### src/rtl/esdi_cmd_responder.sv
// ESDI serial command receiver and status transmitter (drive side).
// Handshakes 17-bit odd-parity frames with the host over req/ack.
module esdi_cmd_responder #(
    parameter int unsigned ACK_DELAY     = 6,
    parameter int unsigned DATA_SETUP    = 6,
    parameter int unsigned BIT_TIMEOUT   = 1_000_000,
    parameter logic [15:0] QUERY_OPCODES = 16'h0003
) (
    input  logic        aclk,
    input  logic        areset,
    input  logic        esdi_transfer_req,
    input  logic        esdi_command_data,
    output logic        esdi_transfer_ack,
    output logic        esdi_confstat_data,
    output logic        esdi_command_complete,
    output logic        esdi_attention,
    output logic        cmd_valid,
    input  logic        cmd_ready,
    output logic [15:0] cmd_data,
    output logic        cmd_parity_err,
    input  logic        resp_valid,
    output logic        resp_ready,
    input  logic [15:0] resp_data,
    input  logic        complete_strobe,
    input  logic        attention_in,
    output logic        err_timeout,
    output logic        err_overrun
);

    localparam int unsigned MAX_DLY = (ACK_DELAY > DATA_SETUP) ? ACK_DELAY : DATA_SETUP;
    localparam int unsigned MAX_CNT = (BIT_TIMEOUT > MAX_DLY) ? BIT_TIMEOUT : MAX_DLY;
    localparam int unsigned CNT_W   = $clog2(MAX_CNT + 1);

    localparam logic [4:0] LAST_BIT = 5'd17;

    localparam logic [2:0] RX_IDLE   = 3'd0;
    localparam logic [2:0] RX_ACKDLY = 3'd1;
    localparam logic [2:0] RX_REL    = 3'd2;
    localparam logic [2:0] TX_REQ    = 3'd3;
    localparam logic [2:0] TX_LOAD   = 3'd4;
    localparam logic [2:0] TX_SETUP  = 3'd5;
    localparam logic [2:0] TX_REL    = 3'd6;

    // synchronizers plus one extra req stage for edge detection
    logic r_req_s1, r_req_s2, r_req_d;
    logic r_dat_s1, r_dat_s2;

    logic [2:0]       r_state;
    logic [CNT_W-1:0] r_cnt;
    logic [4:0]       r_bit_cnt;
    logic [16:0]      r_rx_sh;
    logic [16:0]      r_tx_sh;
    logic             r_ack;
    logic             r_confstat;
    logic             r_cc;
    logic             r_attn;
    logic             r_cmd_valid;
    logic [15:0]      r_cmd_data;
    logic             r_cmd_perr;
    logic             r_resp_ready;
    logic             r_err_to;
    logic             r_err_ovr;

    logic [2:0]       w_state;
    logic [CNT_W-1:0] w_cnt;
    logic [4:0]       w_bit_cnt;
    logic [16:0]      w_rx_sh;
    logic [16:0]      w_tx_sh;
    logic             w_ack;
    logic             w_confstat;
    logic             w_cc;
    logic             w_cmd_valid;
    logic [15:0]      w_cmd_data;
    logic             w_cmd_perr;
    logic             w_resp_ready;
    logic             w_err_to;
    logic             w_err_ovr;
    logic             w_timeout;

    logic        w_req_fall;
    logic        w_req_high;
    logic [15:0] w_rx_data;
    logic        w_par_ok;
    logic        w_to_hit;

    assign w_req_fall = r_req_d & ~r_req_s2;
    assign w_req_high = r_req_s2;
    assign w_rx_data  = r_rx_sh[16:1];
    assign w_par_ok   = (r_rx_sh[0] == ~^w_rx_data);
    assign w_to_hit   = (r_cnt == CNT_W'(BIT_TIMEOUT - 1));

    always_ff @(posedge aclk or posedge areset) begin
        if (areset) begin
            r_req_s1 <= 1'b1;
            r_req_s2 <= 1'b1;
            r_req_d  <= 1'b1;
            r_dat_s1 <= 1'b1;
            r_dat_s2 <= 1'b1;
        end else begin
            r_req_s1 <= esdi_transfer_req;
            r_req_s2 <= r_req_s1;
            r_req_d  <= r_req_s2;
            r_dat_s1 <= esdi_command_data;
            r_dat_s2 <= r_dat_s1;
        end
    end

    // next-state and next-output logic
    always_comb begin
        w_state      = r_state;
        w_cnt        = r_cnt + CNT_W'(1);
        w_bit_cnt    = r_bit_cnt;
        w_rx_sh      = r_rx_sh;
        w_tx_sh      = r_tx_sh;
        w_ack        = r_ack;
        w_confstat   = r_confstat;
        w_cc         = r_cc;
        w_cmd_valid  = r_cmd_valid & ~cmd_ready;
        w_cmd_data   = r_cmd_data;
        w_cmd_perr   = r_cmd_perr;
        w_err_to     = 1'b0;
        w_err_ovr    = 1'b0;
        w_timeout    = 1'b0;
        w_resp_ready = 1'b0;

        case (r_state)
            RX_IDLE: begin
                if (w_req_fall) begin
                    w_rx_sh   = {r_rx_sh[15:0], ~r_dat_s2};
                    w_bit_cnt = r_bit_cnt + 5'd1;
                    w_cnt     = '0;
                    w_state   = RX_ACKDLY;
                    if (r_bit_cnt == 5'd0) begin
                        w_cc = 1'b1;
                    end
                end else if (r_bit_cnt != 5'd0 && w_to_hit) begin
                    w_timeout = 1'b1;
                end
            end
            RX_ACKDLY: begin
                if (r_cnt == CNT_W'(ACK_DELAY - 1)) begin
                    w_ack   = 1'b0;
                    w_cnt   = '0;
                    w_state = RX_REL;
                end
            end
            RX_REL: begin
                if (w_req_high) begin
                    w_ack = 1'b1;
                    w_cnt = '0;
                    if (r_bit_cnt == LAST_BIT) begin
                        // an unaccepted word is overwritten by the newer one
                        w_err_ovr   = r_cmd_valid & ~cmd_ready;
                        w_cmd_valid = 1'b1;
                        w_cmd_data  = w_rx_data;
                        w_cmd_perr  = ~w_par_ok;
                        w_bit_cnt   = 5'd0;
                        w_state     = (QUERY_OPCODES[w_rx_data[15:12]] && w_par_ok) ? TX_REQ : RX_IDLE;
                    end else begin
                        w_state = RX_IDLE;
                    end
                end else if (w_to_hit) begin
                    w_timeout = 1'b1;
                end
            end
            TX_REQ: begin
                if (w_req_fall) begin
                    w_cnt = '0;
                    if (r_bit_cnt == 5'd0) begin
                        w_state = TX_LOAD;
                    end else begin
                        w_confstat = ~r_tx_sh[16];
                        w_tx_sh    = {r_tx_sh[15:0], 1'b0};
                        w_bit_cnt  = r_bit_cnt + 5'd1;
                        w_state    = TX_SETUP;
                    end
                end else if (w_to_hit) begin
                    w_timeout = 1'b1;
                end
            end
            TX_LOAD: begin
                if (r_resp_ready && resp_valid) begin
                    w_tx_sh    = {resp_data[14:0], ~^resp_data, 1'b0};
                    w_confstat = ~resp_data[15];
                    w_bit_cnt  = 5'd1;
                    w_cnt      = '0;
                    w_state    = TX_SETUP;
                end
            end
            TX_SETUP: begin
                if (r_cnt == CNT_W'(DATA_SETUP - 1)) begin
                    w_ack   = 1'b0;
                    w_cnt   = '0;
                    w_state = TX_REL;
                end
            end
            TX_REL: begin
                if (w_req_high) begin
                    w_ack = 1'b1;
                    w_cnt = '0;
                    if (r_bit_cnt == LAST_BIT) begin
                        w_confstat = 1'b1;
                        w_cc       = 1'b0;
                        w_bit_cnt  = 5'd0;
                        w_state    = RX_IDLE;
                    end else begin
                        w_state = TX_REQ;
                    end
                end else if (w_to_hit) begin
                    w_timeout = 1'b1;
                end
            end
            default: begin
                w_state   = RX_IDLE;
                w_bit_cnt = 5'd0;
                w_cnt     = '0;
            end
        endcase

        // a stalled host abandons the frame and returns the wire to idle
        if (w_timeout) begin
            w_err_to   = 1'b1;
            w_ack      = 1'b1;
            w_confstat = 1'b1;
            w_state    = RX_IDLE;
            w_bit_cnt  = 5'd0;
            w_cnt      = '0;
            w_rx_sh    = '0;
        end

        if (complete_strobe) begin
            w_cc = 1'b0;
        end

        w_resp_ready = (w_state == TX_LOAD);
    end

    always_ff @(posedge aclk or posedge areset) begin
        if (areset) begin
            r_state      <= RX_IDLE;
            r_cnt        <= '0;
            r_bit_cnt    <= 5'd0;
            r_rx_sh      <= '0;
            r_tx_sh      <= '0;
            r_ack        <= 1'b1;
            r_confstat   <= 1'b1;
            r_cc         <= 1'b1;
            r_attn       <= 1'b1;
            r_cmd_valid  <= 1'b0;
            r_cmd_data   <= '0;
            r_cmd_perr   <= 1'b0;
            r_resp_ready <= 1'b0;
            r_err_to     <= 1'b0;
            r_err_ovr    <= 1'b0;
        end else begin
            r_state      <= w_state;
            r_cnt        <= w_cnt;
            r_bit_cnt    <= w_bit_cnt;
            r_rx_sh      <= w_rx_sh;
            r_tx_sh      <= w_tx_sh;
            r_ack        <= w_ack;
            r_confstat   <= w_confstat;
            r_cc         <= w_cc;
            r_attn       <= ~attention_in;
            r_cmd_valid  <= w_cmd_valid;
            r_cmd_data   <= w_cmd_data;
            r_cmd_perr   <= w_cmd_perr;
            r_resp_ready <= w_resp_ready;
            r_err_to     <= w_err_to;
            r_err_ovr    <= w_err_ovr;
        end
    end

    assign esdi_transfer_ack     = r_ack;
    assign esdi_confstat_data    = r_confstat;
    assign esdi_command_complete = r_cc;
    assign esdi_attention        = r_attn;
    assign cmd_valid             = r_cmd_valid;
    assign cmd_data              = r_cmd_data;
    assign cmd_parity_err        = r_cmd_perr;
    assign resp_ready            = r_resp_ready;
    assign err_timeout           = r_err_to;
    assign err_overrun           = r_err_ovr;

endmodule
### config.mk
export PLATFORM = sky130hd
export DESIGN_NAME = esdi_cmd_responder
export DESIGN_NICKNAME = d
export VERILOG_FILES = /design/src/rtl/esdi_cmd_responder.sv
export SDC_FILE = /design/constraint.sdc
export NUM_CORES = 1
export LEC_CHECK = 0
export CELL_PAD_IN_SITES_DETAIL_PLACEMENT = 0
export CELL_PAD_IN_SITES_GLOBAL_PLACEMENT = 1
export CORE_ASPECT_RATIO = 1.75
export CORE_MARGIN = 1
export CORE_UTILIZATION = 46
export CTS_BUF_LIST = sky130_fd_sc_hd__clkbuf_8
export DETAILED_ROUTE_END_ITERATION = 12
export GPL_TIMING_DRIVEN = 0
export PLACE_DENSITY_LB_ADDON = 0.08
export SLEW_MARGIN = 10
export SYNTH_ARGS = -nofsm -noshare
export SYNTH_HDL_FRONTEND = slang
export SYNTH_SLANG_ARGS = --single-unit
### constraint.sdc
create_clock -name aclk -period 3.3 [get_ports aclk]
set_input_delay 0.66 -clock aclk [delete_from_list [all_inputs] [get_ports aclk]]
set_output_delay 0.66 -clock aclk [all_outputs]
set_load 0.02 [all_outputs]
### Word level (Yosys, flattened, before mapping)

Memories as Yosys holds them, arrays and structs flattened.
Index checks and enable logic that the tools add are counted.

* $add $sub $neg: 2
* $lt $le $gt $ge: 1
* equal/unequal tests: 28
* multiplexer cells: 65
* bitwise logic cells: 9
* reductions and logical operators: 24

Operator list (number)
* $mux W17: 6
* $mux W20: 5
* $pmux W20 S4: 1
* $mux W5: 7
* $pmux W17 S2: 1
* $reduce_xnor A16 Y1: 2
* $ne A3 B3 Y1 const B: 10
* $mux W1: 28
* $pmux W5 S5: 1
* $mux W3: 8
* $pmux W3 S7: 1
* $add A20 B1 Y20 const B: 1
* $eq A20 B20 Y1 const B: 1
* $eq A20 B3 Y1 const B: 1
* $eq A3 B3 Y1 const B: 4
* $ne A3 B1 Y1 const B: 3
* $not A1 Y1: 7
* $reduce_and A7 Y1: 1
* $eq A3 B2 Y1 const B: 2
* $mux W2: 3
* $ne A2 B2 Y1 const B: 3
* $pmux W1 S3: 2
* $reduce_and A3 Y1: 2
* $reduce_and A6 Y1: 1
* 19 further kinds: 28

* register bits: 92
* ROM bits: 16
* bits of input ports: 24
* output and inout port bits: 25
* word-level logic and storage cells: 150
* memories kept: 1

Memory list
* (no name shown): depth 16, bits a word 1, rd ports 1, clocked after memory_dff 0, write ports 0, RTL line 158 `w_state = (QUERY_OPCODES[w_rx_data[15:12]] && w_par_ok) ? TX_REQ : RX_IDLE;`

### Depth between registers and ports, before layout

Gate-level depths: netlist of the first run.

* depth after elaboration: 9
* gate-level depth with buffers: 9
* gate-level depth less buffers: 8

### Least setup slack after synthesis of the first run

OpenSTA, ideal clock, no wires.

* path kind: reg-to-reg
* start: reg r_req_s2
* end: reg r_bit_cnt[0]
* setup time: 124 ps
* arrival: 2058 ps
* data required time: 3176 ps
* path slack: 1118 ps
* cell stages (with the launch flop): 8
* buffers on the path: 1
* period minus slack after synthesis: 2182 ps
* path through: dfstp_2 > buf_2 > nor2b_1 > mux2_2 > or2_1 > a2111oi_4 > nor2b_1 > a211o_1

* longest elaborated chain between the ends: 6
* elaborated cells on any way between the ends: 15
* those cells by class: eq/ne (7); mux (5); bitwise (2); reduce/logical (1)

RTL lines
* from (decl): RTL line 45 `logic r_req_s1, r_req_s2, r_req_d;`
* from (signal assigned): RTL line 101 `r_req_s2 <= r_req_s1;`
* $not A1 Y1: RTL line 86 `assign w_req_fall = r_req_d & ~r_req_s2;`
* $and A1 B1 Y1: RTL line 86
* $mux W1 (on tied branches): RTL line 167, 128
* $pmux W1 S3: RTL line 126 `case (r_state)`
* $ne A3 B3 Y1 (no line) (tied with other cells)
* $reduce_and A7 Y1 (no line)
* to (signal assigned): RTL line 258 `r_bit_cnt <= w_bit_cnt;`
* to (decl): RTL line 50 `logic [4:0] r_bit_cnt;`

Several ways; a longest one is shown, not always the timed one.
A chain may end at the register's enable or synchronous reset.

### Worst setup path in the final report of the first run

* start: reg r_bit_cnt[0]
* end: reg r_bit_cnt[2]

* longest elaborated chain between the ends: 7
* elaborated cells on any way between the ends: 21
* those cells by class: add/sub (1); eq/ne (8); mux (8); reduce/logical (4)

RTL lines
* $reduce_bool A5 Y1: RTL line 136 `end else if (r_bit_cnt != 5'd0 && w_to_hit) begin`
* $logic_and A1 B1 Y1: RTL line 136
* $mux W1: RTL line 136
* $mux W1: RTL line 128 `if (w_req_fall) begin`
* $pmux W1 S3: RTL line 126
* $ne A3 B3 Y1 (no line) (tied with other cells)
* $reduce_and A7 Y1 (no line)

Several ways; a longest one is shown, not always the timed one. The select of a mux whose other input is x is not followed.

==> flow_metrics.py, run 1 <==
metrics = {
    "detailed_routing": {
        "wirelength_um": 9220,
        "drtIter0Drc": 114,
        "wire_per_inst_um": 14.8,
        "detail-route-antenna-nets": 0,
        "dr_total_vias": 3208,
        "viasPerCell": 5.17,
        "route.detailed.drc": 0,
        "drt_pre_antenna_iters": 4,
    },
    "global_route": {
        "antenna_found_initial": 0,
        "grt_pass1_wl_um": 15900,
        "grt_pass1_vias": 3379,
        "grt_start_max_net_pins": 58,
        "grt_use_total": 0.201,
        "grt-ovfl-total": 0,
    },
    "synth": {
        "avgSynthCellArea_um2": 10.3,
        "ys_types": 44,
        "synth_seq_cells": 91,
        "synth_edf_count": 0,
        "syn_nets": 463,
        "synth_area_um2": 4460,
        "ys_seq_area_frac": 0.513,
        "synth-main-ff-cell": "dfrtp_1",
        "synthCells": 434,
        "ys_async_sr_fraction": 1.00,
        "yosys_warnings": 0,
    },
    "layout": {
        "drive_gt1_frac": 0.118,
        "areaGrowthSynthToFinish_pct": 19.0,
        "fill_cells": 870,
        "final_nets": 523,
        "antenna_cells": 0,
        "multi_input_area_um2": 2060,
        "final-seq-area_um2": 2290,
    },
    "hold_path": {
        "hold_start": "r_req_s1",
        "hold_path.class": "flip-flop to flip-flop",
    },
    "clock_tree": {
        "clk_path_buf_depth": 2,
        "cts_buffers": 9,
        "cts_tree": "done",
        "post-cts-setup-buffers": 0,
        "clock_latency_ns": 0.36,
        "cts_root_buffer": "clkbuf_8",
        "clk_pin_slew_ns": 0.09,
        "cts_hold_buf": 0,
        "cts_num_sinks": 91,
        "cts_resized": 0,
        "htreeDepth": 3,
    },
    "sta": {
        "rsz0062_at_grt": "false",
        "period_share": 0.792,
        "hold_viol": 0,
        "clock_skew_ns": 0.0114,
        "fin_hold_ws_ns": 0.358,
        "tns_ns": 0,
        "relSlewSlack": 0.510,
        "setup_violations": 0,
        "drv_slew": 0,
        "fmax_mhz": 382,
        "finalCriticalPeriod_ns": 2.61,
        "worstMarginPinSlew_ns": 0.734,
    },
    "floorplan": {
        "die-area_um2": 10100,
        "core_um2": 9470,
        "start_util": 0.471,
        "die_h_um": 132,
        "fp.dieW_um": 76.5,
        "fp-row-count": 47,
        "io_pins": 49,
    },
    "critical_path": {
        "crit_path_end_kind": "flip-flop",
        "critPathCapture": "r_bit_cnt[2]",
        "required_ns": 3.55,
        "worst-r2r-setup-slack_ns": 0.69,
        "startpoint": "r_bit_cnt[0]",
        "path_class": "flip-flop to flip-flop",
        "r2r-start": "r_bit_cnt[0]",
        "startpoint_type": "flip-flop",
        "cp_max_fo": 6,
        "cp.arrival_ns": 2.87,
        "rr_worst_depth": 8,
        "rr_endpoint": "r_bit_cnt[2]",
    },
    "flow_run": {
        "cap_violations": 0,
    },
    "placement": {
        "gp_congestion": 0.846,
        "port_buffers": 48,
        "dp_hpwl_um": 6790,
    },
    "power": {
        "p_per_area_nw_per_um2": 627,
        "power_leakage_nw": 2.29,
        "peakVddDrop_mv": 0.323,
    },
    "outcome": {
        "status": "completed",
    },
}
==> state kept, by name (all words and copies together), names as in the netlist <==
register and flops:
r_dat_s1 1, err_timeout 1, r_req_s2 1, r_req_d 1
r_req_s1 1, esdi_transfer_ack 1, r_rx_sh 17, cmd_parity_err 1
r_state 3, esdi_confstat_data 1, resp_ready 1, r_tx_sh 16
cmd_valid 1, r_dat_s2 1, r_cnt 20, cmd_data 16
esdi_command_complete 1, err_overrun 1, r_bit_cnt 5, esdi_attention 1
==> cell type report <==
class	instances	area share
Buffer	20	0.0172
Multi-Input combinational cell	316	0.387
Inverter	7	0.00542
Clock inverter	7	0.0115
Tap cell	122	0.0287
Clock buffer	9	0.0233
Timing Repair Buffer	49	0.0957
Sequential cell	91	0.431
==> per-layer routing <==
layer	up-vias	wire, µm	track usage
met5	-	0	0
met4	0	225	0.0908
met3	16	203	0.0388
met2	48	5100	0.375
met1	1544	3680	0.214
li1	1600	-	-
==> cell usage after synthesis, types with 2 or more instances <==
| cell type | count | share of area |
|---|---|---|
| a211o_1 | 3 | 0.0059 |
| a211oi_1 | 4 | 0.0067 |
| a21oi_1 | 41 | 0.046 |
| and2_1 | 3 | 0.0042 |
| and3_1 | 3 | 0.0042 |
| buf_1 | 2 | 0.0017 |
| buf_2 | 7 | 0.0079 |
| buf_4 | 2 | 0.0034 |
| clkbuf_1 | 9 | 0.0076 |
| dfrtp_1 | 82 | 0.46 |
| dfstp_2 | 9 | 0.053 |
| ha_1 | 5 | 0.014 |
| inv_1 | 7 | 0.0059 |
| mux2_2 | 18 | 0.045 |
| mux2i_1 | 15 | 0.034 |
| nand2_1 | 50 | 0.042 |
| nand2b_1 | 6 | 0.0084 |
| nand3_1 | 12 | 0.013 |
| nand4_1 | 4 | 0.0056 |
| nor2_1 | 54 | 0.045 |
| nor2b_1 | 6 | 0.0084 |
| nor3_1 | 7 | 0.0079 |
| nor3b_1 | 4 | 0.0067 |
| nor4_1 | 8 | 0.011 |
| o21a_1 | 2 | 0.0034 |
| o21ai_0 | 7 | 0.0079 |
| o31a_1 | 2 | 0.0039 |
| or2_2 | 3 | 0.0042 |
| or3_1 | 2 | 0.0028 |
| xnor2_1 | 28 | 0.055 |
| xnor3_1 | 4 | 0.020 |
| xor2_1 | 13 | 0.026 |
==> power breakdown <==
group	total [mW]	leakage [nW]	internal, mW	switching, mW
combinational	1.15	0.983	0.542	0.603
sequential	1.47	1.21	1.30	0.166
clock	0.716	0.100	0.342	0.375
==> worst min-delay path by stage <==
| stage | to | slack (ns) | depth (start not counted) |
|---|---|---|---|
| after floorplan | r_dat_s2 | 0.35 | 0 |
| after global placement | r_req_s2 | 0.35 | 0 |
| after detailed placement | r_req_s2 | 0.35 | 0 |
| after CTS | r_req_s2 | 0.36 | 0 |
| after global routing | r_req_s2 | 0.36 | 0 |
| final | r_req_s2 | 0.36 | 0 |
==> critical path, cell delays in order (launching register included) <==
cell	delay [ns]
dfrtp_1	0.45
inv_1	0.08
ha_1	0.14
nor4b_2	0.60
a21oi_1	0.18
o221ai_1	0.40
nand2b_1	0.30
nor3b_1	0.09
a211o_1	0.27
==> cell families (layout without fill, tap and decap cells) <==
| logic type | Yosys count | count (layout) | share of synthesized area |
|---|---|---|---|
| flops | 91 | 91 | 0.513 |
| simple gates | 169 | 169 | 0.179 |
| compound gates | 64 | 64 | 0.0878 |
| xor+xnor | 45 | 45 | 0.101 |
| fa+ha+maj | 5 | 5 | 0.0140 |
| mux | 33 | 33 | 0.0791 |
| buf+inv | 27 | 92 | 0.0264 |
==> stage by stage <==
| stage | total power, mW | worst slack (ns) | util | std cells | area, µm² |
|---|---|---|---|---|---|
| floorplan | 2.33 | 0.291 | - | 434 | 4460 |
| finish | 3.33 | 0.685 | 0.561 | 621 | 5310 |
| global route | 3.57 | 0.510 | 0.561 | 621 | 5310 |
| detailed placement | 2.65 | 0.461 | 0.541 | 605 | 5120 |
| CTS | 3.38 | 0.704 | 0.561 | 621 | 5310 |
| global placement | 2.62 | -1.18 | 0.538 | 604 | 5090 |
==> cell usage in the layout (no fill, tap or decap), types with 12 or more instances in the layout <==
cell type        instances
mux2i_1                 15
nand3_1                 12
nand2_1                 50
a21oi_1                 41
clkdlybuf4s50_1         48
dfrtp_1                 82
xor2_1                  13
nor2_1                  54
mux2_2                  18
xnor2_1                 28
No activity file was read; power rests on OpenSTA's default activity.
==> run 2: changes to the inputs <==
- CORE_UTILIZATION: 46 -> 41
- clock period: 3.3 -> 2.3 ns (I/O delays scaled with it)
==> run 2 against run 1 <==
Sequential share of layout area fell by 2.3 points; global-route usage shrank 0.79 points; worst hold slack barely moved; combinational power up 69%.
==> flow_metrics.py, run 2 (same netlist as run 1, synthesis figures left out) <==
metrics = {
    "power": {
        "power_leakage_nw": 2.43,
        "peakVddDrop_mv": 0.475,
        "p_per_area_nw_per_um2": 927,
    },
    "global_route": {
        "grt-ovfl-total": 0,
        "grt_pass1_wl_um": 16600,
        "grt_pass1_vias": 3472,
        "grt_start_max_net_pins": 37,
        "antenna_found_initial": 0,
        "grt_use_total": 0.193,
    },
    "critical_path": {
        "cp_max_fo": 5,
        "path_depth": 9,
        "rr_worst_depth": 9,
        "worst_path_largest_cell_delay_ns": 0.56,
        "startpoint_type": "flip-flop",
        "path_delay_family": "flip-flops",
        "crit_chain": "nor2b_1 -> mux2_2 -> or2_1 -> a2111oi_4 -> buf_4 -> nand3b_1 -> buf_4 -> buf_8 -> nor2_4",
        "cp.arrival_ns": 2.50,
        "cp_slowest_cell": "dfstp_2",
        "worst-r2r-setup-slack_ns": 0.05,
        "crit_top_cell": "buf_4",
        "crit_path_end_kind": "flip-flop",
        "required_ns": 2.55,
        "path_class": "flip-flop to flip-flop",
        "cp.buffers_inverters": 3,
    },
    "detailed_routing": {
        "wire_per_inst_um": 15.6,
        "route.detailed.drc": 0,
        "viasPerCell": 5.18,
        "wirelength_um": 10100,
        "detail-route-antenna-nets": 0,
        "dr_total_vias": 3336,
        "drtIter0Drc": 88,
        "drt_pre_antenna_iters": 4,
    },
    "clock_tree": {
        "cts_hold_buf": 0,
        "cts_tree": "done",
        "cts_buffers": 9,
        "cts_num_sinks": 91,
        "clk_path_buf_depth": 2,
        "htreeDepth": 3,
        "clk_pin_slew_ns": 0.09,
        "cts_root_buffer": "clkbuf_8",
        "clock_latency_ns": 0.37,
    },
    "sta": {
        "drv_slew": 0,
        "worstMarginPinSlew_ns": 0.596,
        "period_share": 0.977,
        "fmax_mhz": 445,
        "rsz0062_at_grt": "true",
        "setup_violations": 0,
        "clock_skew_ns": 0.0139,
        "hold_viol": 0,
        "relSlewSlack": 0.602,
        "worst_slack_ns": 0.0523,
        "finalCriticalPeriod_ns": 2.25,
    },
    "layout": {
        "final-seq-area_um2": 2290,
        "multi_input_area_um2": 2170,
        "final_cell_mix": "81 x dfrtp_1, 50 x nand2_1, 48 x clkdlybuf4s50_1, 47 x nor2_1, 41 x a21oi_1",
        "antenna_cells": 0,
        "fill_cells": 997,
        "drive_gt1_frac": 0.191,
        "largest_reg_flops": 20,
        "areaGrowthSynthToFinish_pct": 25.8,
        "final_core_util": 0.528,
        "final_common_cell": "dfrtp_1",
        "final_nets": 538,
        "reg_top3": "r_cnt x20, r_rx_sh x17",
        "regMostFlops": "r_cnt",
    },
    "hold_path": {
        "hold_path.class": "flip-flop to flip-flop",
        "worstHoldPathCells": 0,
    },
    "floorplan": {
        "die-area_um2": 11300,
        "die_h_um": 140,
        "start_util": 0.420,
        "core_um2": 10600,
        "io_pins": 49,
        "fp-row-count": 50,
        "fp.dieW_um": 80.9,
    },
    "flow_run": {
        "cap_violations": 0,
    },
    "placement": {
        "port_buffers": 48,
        "dp_hpwl_um": 7100,
        "gp_congestion": 0.832,
        "dp_slack_ns": -0.339,
    },
    "outcome": {
        "status": "completed",
    },
}
-- run 2: cell types whose count changed in the layout (fill, tap and decap cells not counted), moves of 3 or more --
cell / before / now
buf_4: 2 / 14
nor2_1: 54 / 47
clkbuf_1: 9 / 3
clkbuf_2: 0 / 4
nor2_4: 0 / 4
buf_6: 0 / 3
clkinv_2: 4 / 1
nor2_2: 0 / 3
nor4_1: 8 / 5
-- run 2: power breakdown --
group | total (mW) | internal, mW | switching (mW) | leakage (nW)
clock | 1.14 | 0.566 | 0.579 | 0.106
sequential | 2.12 | 1.87 | 0.248 | 1.21
combinational | 1.94 | 0.958 | 0.987 | 1.11
total | 5.21 | 3.39 | 1.81 | 2.43
-- run 2: what timing repair did --
action,in CTS,in global routing
pin swaps,3,8
cloned,0,2
endpoints found under the setup margin,71,69
setup buffers,7,6
resized for setup,11,34
-- run 2: metal layers --
layer	vias up	part of all wire	track usage
met5	-	0	0
met4	0	0.027	0.106
met3	19	0.018	0.0300
met2	48	0.56	0.345
met1	1637	0.39	0.209
li1	1632	-	-
-- run 2: path summary, 6_finish.rpt --
kind,start,endpoint
min reg2reg,r_req_s1,r_req_s2
min in group asynchronous,areset,cmd_data[6]
max in group asynchronous,areset,esdi_command_complete
min,r_req_s1,r_req_s2
max reg2reg,r_req_s2,r_cnt[8]
max,r_req_s2,r_cnt[8]
-- run 2: area by class of cell --
cell class / instances / area share
Timing Repair Buffer: 65 / 0.114
Sequential cell: 91 / 0.408
Multi-Input combinational cell: 316 / 0.386
Tap cell: 130 / 0.0290
Clock buffer: 11 / 0.0270
Inverter: 7 / 0.00535
Clock inverter: 5 / 0.0107
Buffer: 19 / 0.0203
-- run 2: worst register-to-register path, cell delays in order, from the launching register on --
cell	delay, ns
dfstp_2	0.56
nor2b_1	0.07
mux2_2	0.29
or2_1	0.24
a2111oi_4	0.33
buf_4	0.17
nand3b_1	0.16
buf_4	0.15
buf_8	0.13
nor2_4	0.03
-- run 2: per-stage QoR --
stage | power (mW) | cell area [µm²] | std cells | hold WS (ns) | setup TNS, ns
after floorplan | 3.35 | 4470 | 434 | 0.345 | 0
after global placement | 3.79 | 5110 | 612 | 0.348 | -35.32
after detailed placement | 3.82 | 5150 | 614 | 0.347 | -14.56
after CTS | 5.04 | 5440 | 636 | 0.360 | 0
after global routing | 5.59 | 5610 | 644 | 0.364 | -1.05
final | 5.21 | 5610 | 644 | 0.359 | 0
==> run 3: changes to the inputs <==
- CAP_MARGIN: not set -> 20
- CORE_MARGIN: 1 -> 2
==> run 3 against run 2 <==
Non-clock buffer count rose by 2; sequential share of layout area barely moved; clock power barely moved; sequential cell count did not move; worst hold slack barely moved; maximum frequency fell by 0.50%; global-route usage fell by 1.7 points; first-iteration DRC count rose by 11%; design area barely moved; worst setup slack got worse by 0.011 ns; register-to-register slack barely moved; final cell count rose by 0.31%; largest cell class unchanged.
==> flow_metrics.py, run 3 (same netlist as run 1, synthesis figures left out) <==
metrics = {
    "outcome": {
        "status": "completed",
    },
    "clock_tree": {
        "cts_tree": "done",
        "cts_buffers": 9,
        "htreeDepth": 3,
        "cts_root_buffer": "clkbuf_8",
        "cts_num_sinks": 91,
        "clk_pin_slew_ns": 0.09,
        "clock_latency_ns": 0.38,
        "clk_path_buf_depth": 2,
    },
    "placement": {
        "dp_hpwl_um": 7240,
        "gp_congestion": 0.828,
        "dpl.cell_count": 614,
        "placed_area_um2": 5150,
        "port_buffers": 48,
    },
    "power": {
        "power_leakage_nw": 2.45,
        "p_switching_mw": 1.85,
        "power_frac_clock": 0.219,
        "p_total_mw": 5.24,
        "p_seq_frac": 0.404,
        "intPower_mw": 3.39,
        "peakVddDrop_mv": 0.452,
        "p_per_area_nw_per_um2": 933,
        "p_sw_frac": 0.353,
        "p_comb_frac": 0.377,
    },
    "sta": {
        "relSlewSlack": 0.584,
        "hold_viol": 0,
        "finalCriticalPeriod_ns": 2.26,
        "fin_hold_ws_ns": 0.359,
        "period_share": 0.982,
        "worstMarginPinSlew_ns": 0.623,
        "rsz0062_at_grt": "true",
        "setup_violations": 0,
        "drv_slew": 0,
        "clock_skew_ns": 0.0135,
        "fmax_mhz": 443,
    },
    "critical_path": {
        "cp_max_fo": 5,
        "crit_path_end_kind": "flip-flop",
        "cp.arrival_ns": 2.53,
        "startpoint_type": "flip-flop",
        "required_ns": 2.57,
        "path_class": "flip-flop to flip-flop",
    },
    "layout": {
        "drive_gt1_frac": 0.202,
        "largest_reg_flops": 20,
        "final_common_cell": "dfrtp_1",
        "areaGrowthSynthToFinish_pct": 25.9,
        "reg_top3": "r_cnt x20, r_rx_sh x17",
        "final_cell_mix": "81 x dfrtp_1, 50 x nand2_1, 48 x nor2_1, 48 x clkdlybuf4s50_1, 41 x a21oi_1",
        "regMostFlops": "r_cnt",
        "final_nets": 540,
        "fin_area_um2": 5620,
        "stdcell_count": 646,
        "antenna_cells": 0,
    },
    "detailed_routing": {
        "drt_pre_antenna_iters": 4,
        "dr_total_vias": 3341,
        "viasPerCell": 5.17,
        "route.detailed.drc": 0,
        "detail-route-antenna-nets": 0,
        "wirelength_um": 10000,
        "drtIter0Drc": 98,
        "wire_per_inst_um": 15.5,
    },
    "floorplan": {
        "die_h_um": 142,
        "start_util": 0.420,
        "io_pins": 49,
        "fp-row-count": 50,
        "core_um2": 10600,
        "die-area_um2": 11800,
        "fp.dieW_um": 82.9,
    },
    "global_route": {
        "grt_use_total": 0.176,
        "grt_pass1_wl_um": 16600,
        "grt-ovfl-total": 0,
        "grt_start_max_net_pins": 38,
        "grt_pass1_vias": 3437,
        "antenna_found_initial": 0,
    },
    "flow_run": {
        "cap_violations": 0,
    },
    "hold_path": {
        "hold_path.class": "flip-flop to flip-flop",
    },
}
## run 3: metrics by stage
step / setup TNS (ns) / utilization / setup WS [ns]
floorplan: 0 / - / 0.118
global placement: -34.81 / 0.480 / -0.344
detailed placement: -14.95 / 0.484 / -0.366
CTS: 0 / 0.510 / 0.0124
global route: -1.51 / 0.528 / -0.0974
finish: 0 / 0.528 / 0.0410
## run 3: worst max-delay path, stage by stage, from the launching register on
cell and delay [ns]:
dfrtp_1 0.43, nand2b_4 0.17, mux2_4 0.32, or2_4 0.24, a2111oi_4 0.33, buf_4 0.17
nand3b_1 0.19, buf_4 0.15, buf_6 0.11, nor2_1 0.05
## run 3: cell type report
class                           instances  area (µm²)
Multi-Input combinational cell        316        2170
Tap cell                              130         163
Inverter                                7        30.0
Timing Repair Buffer                   67         652
Clock buffer                            9         124
Sequential cell                        91        2290
Buffer                                 19         111
Fill cell                             997        5020
Clock inverter                          7        83.8
## run 3: path summary, 6_finish.rpt
kind,slack (ns),depth (start not counted),start,to
worst max-delay path,0.04,9,r_state[0],r_cnt[15]
worst min-delay path,0.36,0,r_req_s1,r_req_s2
worst max register to register,0.04,9,r_state[0],r_cnt[15]
worst min register to register,0.36,0,r_req_s1,r_req_s2
max in group asynchronous,1.15,3,areset,esdi_command_complete
min in group asynchronous,0.50,2,areset,resp_ready
## run 3: power groups by stage
| stage | registers, mW | logic [mW] | clock network, mW |
|---|---|---|---|
| 4_1_cts | 2.12 | 1.72 | 1.19 |
| 6_report | 2.12 | 1.98 | 1.15 |
| 3_3_place_gp | 2.14 | 1.64 | 0 |
| 5_1_grt | 2.16 | 2.19 | 1.25 |
| 3_5_place_dp | 2.14 | 1.68 | 0 |
| 2_1_floorplan | 2.09 | 1.25 | 0 |
## run 3: layer usage
| metal | global-route usage | up-vias | wire, µm |
|---|---|---|---|
| li1 | - | 1634 | - |
| met1 | 0.187 | 1627 | 3900 |
| met2 | 0.333 | 59 | 5590 |
| met3 | 0.0331 | 21 | 280 |
| met4 | 0.0811 | 0 | 268 |
| met5 | 0 | - | 0 |
## run 3: repair_timing
| action | CTS | global route |
|---|---|---|
| cloned | 0 | 2 |
| resized for setup | 12 | 32 |
| buffers inserted | 5 | 10 |
| pin swaps | 3 | 5 |
| setup endpoints to repair | 71 | 65 |
| hold buffers | 0 | 0 |
